**config.mk**
```make
export PLATFORM = sky130hd
export DESIGN_NAME = ibex_instr_mem_responder
export DESIGN_NICKNAME = d
export VERILOG_FILES = /design/src/rtl/ibex_instr_mem_responder.sv
export SDC_FILE = /design/constraint.sdc
export NUM_CORES = 1
export LEC_CHECK = 0
export BUFFER_PORTS_ARGS = -buffer_cell sky130_fd_sc_hd__buf_4
export CORE_MARGIN = 3
export CORE_UTILIZATION = 46
export DETAILED_ROUTE_END_ITERATION = 10
export MAX_ROUTING_LAYER = met4
export PLACE_DENSITY = 0.76
export SLEW_MARGIN = 5
export SYNTH_ARGS = -nofsm -noshare
export SYNTH_HDL_FRONTEND = slang
export SYNTH_SLANG_ARGS = --single-unit
```
**constraint.sdc**
```tcl
create_clock -name clk_i -period 2.2 [get_ports clk_i]
set_clock_uncertainty 0.05 [all_clocks]
set_input_delay 0.22 -clock clk_i [delete_from_list [all_inputs] [get_ports clk_i]]
set_output_delay 0.22 -clock clk_i [all_outputs]
set_load 0.01 [all_outputs]
```
**src/rtl/ibex_instr_mem_responder.sv**
```systemverilog
// Instruction-fetch bus responder: grants req/gnt address phases, reads a 1-cycle
// synchronous RAM and returns in-order rvalid/rdata/err through a small response FIFO.
module ibex_instr_mem_responder #(
  parameter logic [31:0] AddrBase       = 32'h0000_0000,
  parameter int unsigned MemWords       = 1024,
  parameter int unsigned MaxOutstanding = 2
) (
  input  logic                        clk_i,
  input  logic                        rst_i,
  input  logic                        instr_req_i,
  input  logic [31:0]                 instr_addr_i,
  output logic                        instr_gnt_o,
  output logic                        instr_rvalid_o,
  output logic [31:0]                 instr_rdata_o,
  output logic                        instr_err_o,
  input  logic                        gnt_stall_i,
  input  logic                        rsp_hold_i,
  output logic                        ram_req_o,
  output logic [$clog2(MemWords)-1:0] ram_addr_o,
  input  logic [31:0]                 ram_rdata_i,
  output logic                        busy_o
);

  localparam int unsigned   AW       = $clog2(MemWords);
  localparam int unsigned   CW       = $clog2(MaxOutstanding + 1);
  localparam int unsigned   PW       = (MaxOutstanding > 1) ? $clog2(MaxOutstanding) : 1;
  localparam logic [32:0]   WinBytes = 33'(MemWords) << 2;
  localparam logic [CW-1:0] MaxOut   = CW'(MaxOutstanding);
  localparam logic [PW-1:0] LastIdx  = PW'(MaxOutstanding - 1);

  logic [CW-1:0] r_outstanding;
  logic          r_vld_p1;
  logic          r_err_p1;
  logic [31:0]   r_fifo_data [MaxOutstanding];
  logic          r_fifo_err  [MaxOutstanding];
  logic [PW-1:0] r_rd_ptr;
  logic [PW-1:0] r_wr_ptr;
  logic [CW-1:0] r_count;

  logic [31:0]   w_offset;
  logic          w_in_range;
  logic          w_misaligned;
  logic          w_err;
  logic          w_gnt;
  logic [31:0]   w_data_p1;
  logic          w_fifo_ne;
  logic          w_cand_vld;
  logic          w_cand_err;
  logic [31:0]   w_cand_data;
  logic          w_rvalid;
  logic          w_push;
  logic          w_pop;

  function automatic logic [PW-1:0] ptr_inc(input logic [PW-1:0] ptr);
    return (ptr == LastIdx) ? '0 : ptr + PW'(1);
  endfunction

  // ---- stage p0: address phase, range check, RAM read issue ----
  // Unsigned subtract makes addresses below the window wrap to huge offsets.
  assign w_offset     = instr_addr_i - AddrBase;
  assign w_in_range   = {1'b0, w_offset} < WinBytes;
  assign w_misaligned = |instr_addr_i[1:0];
  assign w_err        = ~w_in_range | w_misaligned;

  assign w_gnt       = instr_req_i & ~gnt_stall_i & (r_outstanding < MaxOut) & ~rst_i;
  assign instr_gnt_o = w_gnt;
  assign ram_req_o   = w_gnt & ~w_err;
  assign ram_addr_o  = w_offset[AW+1:2];

  // ---- stage p1: RAM data returns, pick oldest response ----
  assign w_data_p1 = r_err_p1 ? 32'h0 : ram_rdata_i;

  assign w_fifo_ne   = (r_count != '0);
  assign w_cand_vld  = w_fifo_ne | r_vld_p1;
  assign w_cand_data = w_fifo_ne ? r_fifo_data[r_rd_ptr] : w_data_p1;
  assign w_cand_err  = w_fifo_ne ? r_fifo_err[r_rd_ptr]  : r_err_p1;
  assign w_rvalid    = w_cand_vld & ~rsp_hold_i;

  // Pending data must be parked whenever it cannot leave this cycle.
  assign w_push = r_vld_p1 & (w_fifo_ne | rsp_hold_i);
  assign w_pop  = w_fifo_ne & ~rsp_hold_i;

  assign instr_rvalid_o = w_rvalid;
  assign instr_rdata_o  = w_rvalid ? w_cand_data : 32'h0;
  assign instr_err_o    = w_rvalid & w_cand_err;
  assign busy_o         = (r_outstanding != '0);

  always_ff @(posedge clk_i) begin
    if (rst_i) begin
      r_vld_p1      <= 1'b0;
      r_outstanding <= '0;
      r_rd_ptr      <= '0;
      r_wr_ptr      <= '0;
      r_count       <= '0;
    end else begin
      r_vld_p1 <= w_gnt;
      case ({w_gnt, w_rvalid})
        2'b10:   r_outstanding <= r_outstanding + CW'(1);
        2'b01:   r_outstanding <= r_outstanding - CW'(1);
        default: r_outstanding <= r_outstanding;
      endcase
      if (w_push) r_wr_ptr <= ptr_inc(r_wr_ptr);
      if (w_pop)  r_rd_ptr <= ptr_inc(r_rd_ptr);
      case ({w_push, w_pop})
        2'b10:   r_count <= r_count + CW'(1);
        2'b01:   r_count <= r_count - CW'(1);
        default: r_count <= r_count;
      endcase
    end
  end

  always_ff @(posedge clk_i) begin
    if (w_gnt) r_err_p1 <= w_err;
    if (w_push) begin
      r_fifo_data[r_wr_ptr] <= w_data_p1;
      r_fifo_err[r_wr_ptr]  <= r_err_p1;
    end
  end

  a_no_fifo_overflow: assert property (@(posedge clk_i) disable iff (rst_i)
    !(w_push && !w_pop && (r_count == MaxOut)));

endmodule

```
Yosys cells after proc, flatten, opt, wreduce, memory -nomap -nowiden --
Memory sizes are Yosys's and may differ from the RTL's. A register that Yosys moved wholly into a read port is not among the register bits. Index checks and enable logic that the tools add are counted.
Word-level totals: bits in registers 8, bits in writable memories 66, input bits 69, output and inout port bits 47, logic and storage cells 55, memories 2
Operators by class: add/subtract/negate cells 6, order comparisons 2, equal/unequal tests 4, multiplexer cells 14, bitwise logic cells 16, reductions and logical operators 5
Memories:
- r_fifo_data | words 2, width 32, read ports 1, clocked after Yosys merged registers in 1, wr ports 1, RTL line 34 | logic [31:0] r_fifo_data [MaxOutstanding];
- r_fifo_err | words 2, width 1, read ports 1, clocked after Yosys merged registers in 1, wr ports 1, RTL line 35 | logic r_fifo_err [MaxOutstanding];
Operator list (count):
- 32-bit two-way mux | 3
- 32-bit by 13-bit < comparator with 1-bit output, second input constant | 1
- 1-bit two-way mux | 9
- 1-bit bitwise AND | 8
- 2-bit case mux with 2 select lines | 2
- 2-bit nonzero test | 4
- 1-bit NOT | 5
- 2-bit by 1-bit adder with 2-bit output, second input constant | 2
- 2-bit by 1-bit equality test with 1-bit output, second input constant | 2
- 2-bit equality test, second input constant | 2
- 2-bit by 1-bit subtractor with 2-bit output, second input constant | 2
- 1-bit OR | 3
- 1-bit adder, second input constant | 2
- 2-bit < comparator, second input constant | 1
- 2-bit OR reduction | 1

Depth between registers and ports, before layout --
Gate-level depths: netlist of run 1.
depth in word-level cells 6, depth in mapped cells 9, depth with buffers taken out 7

Worst setup path before layout of run 1 --
Ideal clock, no wire load.
kind register to register, start register r_count[0], end memory r_fifo_data[0][0], enable pin, library setup time 0.423 ns, data arrival time 1.927 ns, data required time 1.727 ns, setup slack -0.200 ns, stages on the path, launching flop included 3, path buffers 0, cells stage by stage dfxtp_1 > o31ai_2 > nor2_1
Between the ends: word-level cells in the longest chain between the ends 5
Ends and longest elaborated chain:
- start: declaration | RTL line 38 | logic [CW-1:0] r_count;
- start signal: assignment | RTL line 105 | 2'b10: r_count <= r_count + CW'(1);
- start signal: assignment | RTL line 106 | 2'b01: r_count <= r_count - CW'(1);
- start signal: assignment | RTL line 107 | default: r_count <= r_count;
- 2-bit nonzero test | RTL line 73 | assign w_fifo_ne = (r_count != '0);
- 1-bit OR | RTL line 80 | assign w_push = r_vld_p1 & (w_fifo_ne | rsp_hold_i);
- 1-bit bitwise AND | RTL line 80
- 1-bit two-way mux | RTL line 114 | if (w_push) begin
- 1-bit two-way mux (implied by the code) | RTL line 115 | r_fifo_data[r_wr_ptr] <= w_data_p1;
- end: declaration | RTL line 34
Every way passes these cells.

Worst setup path in the final report of run 1 --
start register r_count[0], end output instr_rdata_o[0]
Between the ends: word-level cells in the longest chain between the ends 4, elaborated cells between the ends (all ways) 5, classes of those cells 2 x mux; 2 x bitwise; 1 x reduce/logical
Ends and longest elaborated chain:
- 2-bit nonzero test * | RTL line 73
- 1-bit OR | RTL line 74 | assign w_cand_vld = w_fifo_ne | r_vld_p1;
- 1-bit bitwise AND | RTL line 77 | assign w_rvalid = w_cand_vld & ~rsp_hold_i;
- 32-bit two-way mux * | RTL line 84 | assign instr_rdata_o = w_rvalid ? w_cand_data : 32'h0;
- end: declaration | RTL line 14 | output logic [31:0] instr_rdata_o,
Every way passes the cells marked *; elsewhere a longest branch is shown, timed or not.

==> flow_metrics.env, run 1 <==
export IMPL_worstHoldPathCells=2
export IMPL_slowest_delay_ns=0.39
export IMPL_startpoint_type_of_the_worst_setup_path="register"
export IMPL_yosysWarnings=0
export IMPL_dp_hpwl_microns=4750
export IMPL_gpl_final_weighted_congestion=0.736
export IMPL_setup_viol=0
export IMPL_clk_path_buf_depth=2
export IMPL_layout_cells_most_common_list="102 x sky130_fd_sc_hd__buf_4, 67 x sky130_fd_sc_hd__edfxtp_1, 39 x sky130_fd_sc_hd__nor2_1"
export IMPL_grt_setup_unrepaired="false"
export IMPL_crit_arrival_ns=1.81
export IMPL_design_area_sq_um=4660
export IMPL_r2r_end="r_outstanding[1]$_SDFFE_PP0P_"
export IMPL_worst_r2r_cell_count=6
export IMPL_yosysUniqueCellTypes=30
export IMPL_synth_sequential_area_ratio=0.582
export IMPL_grt_remaining_overflow=0
export IMPL_floorplan_die_width_microns=96.1
export IMPL_synth_top_cells_by_area="sky130_fd_sc_hd__edfxtp_1 54%, sky130_fd_sc_hd__a211oi_2 10%, sky130_fd_sc_hd__mux2i_1 8.8%"
export IMPL_drt_wl_total_microns=7440
export IMPL_worst_path_max_delay_cell="sky130_fd_sc_hd__or2_2"
export IMPL_timing_hold_worst_endpoint="r_rd_ptr$_SDFFE_PP0P_"
export IMPL_postCtsSetupRepairBufs=0
export IMPL_ant_nets=0
export IMPL_design_core_area_sq_um=7810
export IMPL_n_antenna_cell=0
export IMPL_antenna_violations_before_repair=0
export IMPL_fraction_of_the_cycle_the_final_worst_path_needs=0.945
export IMPL_sinks_on_clock_net=75
export IMPL_max_cap_violations=0
export IMPL_groute_usage_overall=0.166
export IMPL_netlist_top_cell_by_area="sky130_fd_sc_hd__edfxtp_1"
export IMPL_vdd_drop_max_uv=343
export IMPL_rows=32
export IMPL_timing_max_slew_rel_slack=0.762
export IMPL_worst_hold_startpoint="rst_i"
export IMPL_number_of_i_o_port_buffers=95
export IMPL_syn_nets=349
export IMPL_design_final_nets=437
export IMPL_timing_rr_start="r_count[0]$_SDFFE_PP0P_"
export IMPL_hold_viol_final=0
export IMPL_die_height_microns=96.1
export IMPL_post_dp_cell_area_sq_um=4470
export IMPL_synthesis_area_sq_um=3730
export IMPL_ios=116
export IMPL_power_density_nw_per_um2=693
export IMPL_cts_hold_buf=0
export IMPL_cell_breakdown_of_the_critical_path="or2_2 -> clkbuf_16 -> a211oi_1 -> buf_4"
export IMPL_detail_route_wl_per_cell_microns=15.7
export IMPL_reg2reg_slack_ns=0.28
export IMPL_die_ar_sq_um=9240
export IMPL_post_route_cells_drive_above_1_share=0.423
export IMPL_grt_max_degree=67
export IMPL_drt_drc_violations_left=0
export IMPL_layout_overhead_on_the_synthesized_area_pct=24.7
export IMPL_numCtsBuffers=9
export IMPL_vias_per_cell=5.05
export IMPL_cts_root_buf="sky130_fd_sc_hd__clkbuf_8"
export IMPL_leakagePower_nw=1.64
export IMPL_detailroute_via_count=2391
export IMPL_worst_skew_pair_late_latency_ns=0.33
export IMPL_drt_iter0_markers=135
export IMPL_max_freq_mhz=481
export IMPL_worst_slack_ns=0.122
export IMPL_tightest_slew_ns=0.357
export IMPL_report_final_slew_viol_count=0
export IMPL_critPathRequiredTime_ns=1.93
export IMPL_path_class="register to output pin"
export IMPL_yosys_register_bits=75
export IMPL_detailed_routing_iterations_pass_1=4
export IMPL_min_path_type="input pin to register"
export IMPL_postSynthAreaPerCell_sq_um=13.4
export IMPL_netlist_instances=278
export IMPL_outcome="completed"
export IMPL_initial_core_util=0.478
export IMPL_mostFrequentLayoutCell="sky130_fd_sc_hd__buf_4"
export IMPL_grt_first_pass_wirelength_microns=11100
export IMPL_path_clk_slew_ns=0.07
export IMPL_critPathBufInv=2
export IMPL_clock_tree_from_tritoncts="yes"
export IMPL_cp_max_fo=33
export IMPL_layout_min_cycle_time_ns=2.08
export IMPL_cts_htree_levels=3
export IMPL_synth_top_area_frac=0.539
export IMPL_path_delay_family="buffers and inverters"
export IMPL_post_place_ws_ns=0.359
export IMPL_grt_pass1_vias=2285
export IMPL_critical_path_endpoint_type="output pin"
-- worst max-delay path by stage --
stage	startpoint	to	slack (ns)	depth (start not counted)
after floorplan	r_count[0]$_SDFFE_PP0P_	r_fifo_data[0][0]$_DFFE_PP_	-0.20	2
after global placement	rst_i	r_outstanding[1]$_SDFFE_PP0P_	0.39	5
after detailed placement	r_count[0]$_SDFFE_PP0P_	r_outstanding[1]$_SDFFE_PP0P_	0.36	6
after CTS	r_count[0]$_SDFFE_PP0P_	instr_rdata_o[1]	0.09	5
after global routing	r_count[0]$_SDFFE_PP0P_	instr_rdata_o[0]	0.04	4
final	r_count[0]$_SDFFE_PP0P_	instr_rdata_o[0]	0.12	4
-- flip-flops by register name, summed over array words and instances, names as in the netlist, named ones only --
name           count
r_fifo_err         2
r_rd_ptr           1
r_outstanding      2
r_err_p1           1
r_count            2
r_fifo_data       64
r_vld_p1           1
r_wr_ptr           1
-- report_power, final --
group / total (mW) / switching [mW] / internal, mW
clock network: 0.847 / 0.447 / 0.399
logic: 0.775 / 0.427 / 0.347
registers: 1.61 / 0.0215 / 1.58
total: 3.23 / 0.896 / 2.33
-- routing by layer --
metal / wire length [microns] / global-route usage
met5: 0 / -
met4: 130 / 0.0746
met3: 296 / 0.0258
met2: 3790 / 0.261
met1: 3220 / 0.212
-- per-stage QoR --
step	total power [mW]	hold slack, ns	setup TNS (ns)	instances	util
floorplan	2.20	0.363	-13.18	278	-
global placement	2.35	0.390	0	456	0.573
detailed placement	2.37	0.390	0	456	0.573
CTS	3.21	0.0439	0	472	0.592
global route	3.40	0.0495	0	473	0.596
finish	3.23	0.0637	0	473	0.596
-- timing repair --
item | in CTS | in global routing
endpoints found under the hold margin | 0 | 0
setup endpoints to repair | 0 | 5
gates resized for setup | 0 | 1
-- layout make-up --
type,count,area [sq um]
clock buffers,12,135
clock inverters,4,17.5
multi-input cells,170,1330
repair buffers,106,858
well taps,102,128
flip-flops and latches,75,2170
fillers,638,3150
inverters,4,15.0
-- synth_stat cells --
| cell | count |
|---|---|
| sky130_fd_sc_hd__inv_1 | 3 |
| sky130_fd_sc_hd__o21ai_0 | 3 |
| sky130_fd_sc_hd__o31ai_2 | 1 |
| sky130_fd_sc_hd__clkbuf_1 | 3 |
| sky130_fd_sc_hd__or4b_4 | 1 |
| sky130_fd_sc_hd__buf_2 | 5 |
| sky130_fd_sc_hd__edfxtp_1 | 67 |
| sky130_fd_sc_hd__or2_2 | 2 |
| sky130_fd_sc_hd__xnor2_1 | 3 |
| sky130_fd_sc_hd__buf_6 | 7 |
| sky130_fd_sc_hd__buf_8 | 2 |
| sky130_fd_sc_hd__nor2_1 | 41 |
| sky130_fd_sc_hd__inv_2 | 1 |
| sky130_fd_sc_hd__o21bai_4 | 1 |
| sky130_fd_sc_hd__buf_4 | 11 |
| sky130_fd_sc_hd__a211oi_1 | 3 |
| sky130_fd_sc_hd__dfxtp_1 | 8 |
| sky130_fd_sc_hd__a211oi_2 | 30 |
| sky130_fd_sc_hd__nor3_1 | 1 |
| sky130_fd_sc_hd__or2_1 | 1 |
| sky130_fd_sc_hd__xor2_1 | 2 |
| sky130_fd_sc_hd__nor2b_1 | 32 |
| sky130_fd_sc_hd__ha_1 | 2 |
| sky130_fd_sc_hd__mux2i_1 | 33 |
| sky130_fd_sc_hd__nor4_1 | 5 |
| sky130_fd_sc_hd__or3_1 | 3 |
| sky130_fd_sc_hd__nand4_1 | 1 |
| sky130_fd_sc_hd__a21oi_1 | 4 |
| sky130_fd_sc_hd__clkbuf_2 | 1 |
| sky130_fd_sc_hd__nand2_1 | 1 |
-- cells by family (layout without fill, tap and decap cells) --
| kind of cell | count (synthesis) | count (layout) | synth area share |
|---|---|---|---|
| muxes | 33 | 33 | 0.0884 |
| DFF | 75 | 75 | 0.582 |
| buffers and inverters | 33 | 126 | 0.0663 |
| and+or+nand+nor | 88 | 88 | 0.121 |
| xor gates and xnor gates | 5 | 5 | 0.0117 |
| AOI/OAI and AO/OA | 42 | 42 | 0.124 |
| adders and majority gates | 2 | 2 | 0.00670 |
-- worst reg2reg max path, cell delays in order, from the launching register on --
cell and delay, ns:
sky130_fd_sc_hd__dfxtp_1 0.36, sky130_fd_sc_hd__or2_2 0.39, sky130_fd_sc_hd__o21bai_4 0.19, sky130_fd_sc_hd__inv_2 0.05, sky130_fd_sc_hd__ha_1 0.31, sky130_fd_sc_hd__or3_1 0.35, sky130_fd_sc_hd__a21oi_1 0.15
Note: power is estimated with default switching activity, not from simulation.
==> inputs of run 2 (changes only) <==
- ABC_AREA: not set -> 1
==> run 2 against run 1 <==
Net effect:
- design area decreased by 0.16%
- area after synthesis about the same
- die area barely moved
- maximum frequency is 1.7% higher
- sequential share of layout area is 0.075 points higher
- clock-buffer cell count decreased by 2
- non-clock buffer count is 2 lower
- flip-flop and latch count stayed put
- power up 1.3%
- via count is 21% higher
- routed wire length up 9.0%
- largest power group unchanged
- clock power up 31%
==> flow_metrics.env, run 2 <==
export IMPL_outcome="completed"
export IMPL_cp_max_fo=33
export IMPL_drt_drc_violations_left=0
export IMPL_yosys_register_bits=75
export IMPL_prevailing_post_synth_register_cell="sky130_fd_sc_hd__edfxtp_1"
export IMPL_detailroute_via_count=2895
export IMPL_grt_first_pass_wirelength_microns=12700
export IMPL_netlist_instances=400
export IMPL_synth_top_area_frac=0.538
export IMPL_fin_cells=592
export IMPL_layout_cells_most_common_list="103 x sky130_fd_sc_hd__buf_4, 77 x sky130_fd_sc_hd__nand2_1, 72 x sky130_fd_sc_hd__inv_1"
export IMPL_netSwitchingPower_mw=0.833
export IMPL_asyncSetResetFlopFracSynth=0
export IMPL_fraction_of_the_cycle_the_final_worst_path_needs=0.929
export IMPL_timing_max_slew_rel_slack=0.752
export IMPL_power_density_nw_per_um2=703
export IMPL_min_path_type="input pin to register"
export IMPL_setup_viol=0
export IMPL_design_final_nets=556
export IMPL_postSynthAreaPerCell_sq_um=9.34
export IMPL_power_total_mw=3.27
export IMPL_p_seq_frac=0.490
export IMPL_ant_nets=0
export IMPL_syn_nets=471
export IMPL_leakagePower_nw=2.00
export IMPL_synth_enable_flop_cells=67
export IMPL_synth_cells_most_frequent="77 x sky130_fd_sc_hd__nand2_1, 72 x sky130_fd_sc_hd__inv_1, 67 x sky130_fd_sc_hd__edfxtp_1, 59 x sky130_fd_sc_hd__nor2_1, 38 x sky130_fd_sc_hd__a21oi_1"
export IMPL_largest_register_ffs=64
export IMPL_post_cts_resized_instances=0
export IMPL_synth_sequential_area_ratio=0.581
export IMPL_rows=32
export IMPL_layout_min_cycle_time_ns=2.04
export IMPL_hold_viol_final=0
export IMPL_globalRoute_busiestLayer="met2"
export IMPL_n_antenna_cell=0
export IMPL_grt_remaining_overflow=0
export IMPL_cts_hold_buf=0
export IMPL_global_route_usage_met3=0.0367
export IMPL_dp_hpwl_microns=5590
export IMPL_gpl_final_weighted_congestion=0.802
export IMPL_hold_slack_ns=0.0189
export IMPL_post_route_cells_drive_above_1_share=0.257
export IMPL_global_route_usage_met2=0.287
export IMPL_grt_setup_unrepaired="false"
export IMPL_design_core_area_sq_um=7810
export IMPL_path_clk_slew_ns=0.07
export IMPL_power_share_combinational=0.171
export IMPL_swShare=0.255
export IMPL_cts_root_buf="sky130_fd_sc_hd__clkbuf_8"
export IMPL_die_height_microns=96.1
export IMPL_groute_usage_overall=0.184
export IMPL_drt_iter0_markers=185
export IMPL_startpoint_type_of_the_worst_setup_path="register"
export IMPL_max_cap_violations=0
export IMPL_clk_path_buf_depth=2
export IMPL_ios=116
export IMPL_globalRouteMet1Util=0.241
export IMPL_final_core_utilization=0.596
export IMPL_mostFrequentLayoutCell="sky130_fd_sc_hd__buf_4"
export IMPL_post_synth_top_count_cell="sky130_fd_sc_hd__nand2_1"
export IMPL_yosysUniqueCellTypes=21
export IMPL_max_freq_mhz=489
export IMPL_number_of_placed_cells_counting_well_taps=576
export IMPL_tightest_slew_ns=0.373
export IMPL_path_class="register to output pin"
export IMPL_clock_tree_from_tritoncts="yes"
export IMPL_detailed_routing_iterations_pass_1=4
export IMPL_worst_skew_pair_late_latency_ns=0.32
export IMPL_critPathRequiredTime_ns=1.93
export IMPL_cts_htree_levels=3
export IMPL_synth_top_cells_by_area="sky130_fd_sc_hd__edfxtp_1 54%, sky130_fd_sc_hd__nand2_1 7.7%, sky130_fd_sc_hd__inv_1 7.2%"
export IMPL_initial_core_util=0.479
export IMPL_crit_arrival_ns=1.77
export IMPL_numCtsBuffers=9
export IMPL_synthesis_area_sq_um=3740
export IMPL_netlist_top_cell_by_area="sky130_fd_sc_hd__edfxtp_1"
export IMPL_drt_wl_total_microns=8100
export IMPL_regMostFlops="r_fifo_data"
export IMPL_critical_path_endpoint_type="output pin"
export IMPL_die_ar_sq_um=9240
export IMPL_vdd_drop_max_uv=426
export IMPL_postCtsSetupRepairBufs=0
export IMPL_sinks_on_clock_net=75
export IMPL_detail_route_wl_per_cell_microns=13.7
export IMPL_p_clk_frac=0.339
export IMPL_power_report_internal_total_mw=2.44
export IMPL_report_final_slew_viol_count=0
export IMPL_totalNegativeSetupSlack_ns=0
export IMPL_number_of_i_o_port_buffers=95
export IMPL_grt_max_degree=67
export IMPL_yosysWarnings=0
export IMPL_layout_overhead_on_the_synthesized_area_pct=24.4
export IMPL_grt_pass1_vias=2783
export IMPL_antenna_violations_before_repair=0
export IMPL_floorplan_die_width_microns=96.1
export IMPL_vias_per_cell=4.89
==> run 2: cell types whose count changed after synthesis, sizes merged, moves of 19 or more <==
cell    previous run  this run
nand2              1        79
inv                4        74
a21oi              4        38
a211oi            33         0
mux2i             33         0
o211ai             0        33
nor2b             32         0
nor2              41        60
==> run 2: area by class of cell <==
type | count | area, sq um
fillers | 685 | 3160
flip-flops and latches | 75 | 2170
multi-input cells | 221 | 1060
repair buffers | 104 | 793
inverters | 74 | 283
clock buffers | 10 | 128
well taps | 102 | 128
clock inverters | 6 | 80.1
==> run 2: worst max-delay path, cell delays in order, from the launching register on <==
cell,delay [ns]
sky130_fd_sc_hd__dfxtp_1,0.43
sky130_fd_sc_hd__nor2_4,0.07
sky130_fd_sc_hd__buf_4,0.20
sky130_fd_sc_hd__inv_6,0.23
sky130_fd_sc_hd__o211ai_1,0.15
sky130_fd_sc_hd__a21oi_1,0.20
sky130_fd_sc_hd__buf_4,0.15
==> run 2: final timing paths <==
kind                                start                       to  slack, ns  depth (start not counted)
setup reg to reg  r_count[0]$_SDFFE_PP0P_  r_count[1]$_SDFFE_PP0P_       0.52                          8
setup / recovery  r_count[0]$_SDFFE_PP0P_        instr_rdata_o[24]       0.16                          6
hold reg to reg     r_rd_ptr$_SDFFE_PP0P_                 register       0.41                          1
hold / removal                      rst_i  r_count[0]$_SDFFE_PP0P_       0.02                          2
==> run 2: logic make-up (layout without fill, tap and decap cells) <==
logic type | after synthesis | after routing | synth area share
adder cells (fa/ha/maj) | 2 | 2 | 0.00669
XOR/XNOR | 2 | 2 | 0.00469
buffers and inverters | 104 | 194 | 0.136
AO/OA/AOI/OAI | 72 | 72 | 0.119
flip-flops | 75 | 75 | 0.581
AND/OR/NAND/NOR | 145 | 145 | 0.153
==> run 2: per-layer routing <==
layer	vias up	wire length, microns
met1	1329	3510
li1	1459	-
met3	4	622
met4	0	48
met2	103	3920
met5	-	0
==> run 2: through the flow <==
| step | cell area (sq um) | setup WS [ns] |
|---|---|---|
| floorplan | 3740 | 0.0965 |
| finish | 4650 | 0.156 |
| CTS | 4650 | 0.0516 |
| detailed placement | 4440 | 0.433 |
| global route | 4650 | 0.0302 |
| global placement | 4440 | 0.482 |
==> run 2: power by group through the flow <==
| stage | Sequential, mW | Combinational [mW] | Clock [mW] |
|---|---|---|---|
| after global placement | 1.63 | 0.546 | 0 |
| after CTS | 1.60 | 0.564 | 1.13 |
| after detailed placement | 1.63 | 0.560 | 0 |
| after floorplan | 1.63 | 0.401 | 0 |
| final | 1.60 | 0.558 | 1.11 |
| after global routing | 1.61 | 0.619 | 1.19 |
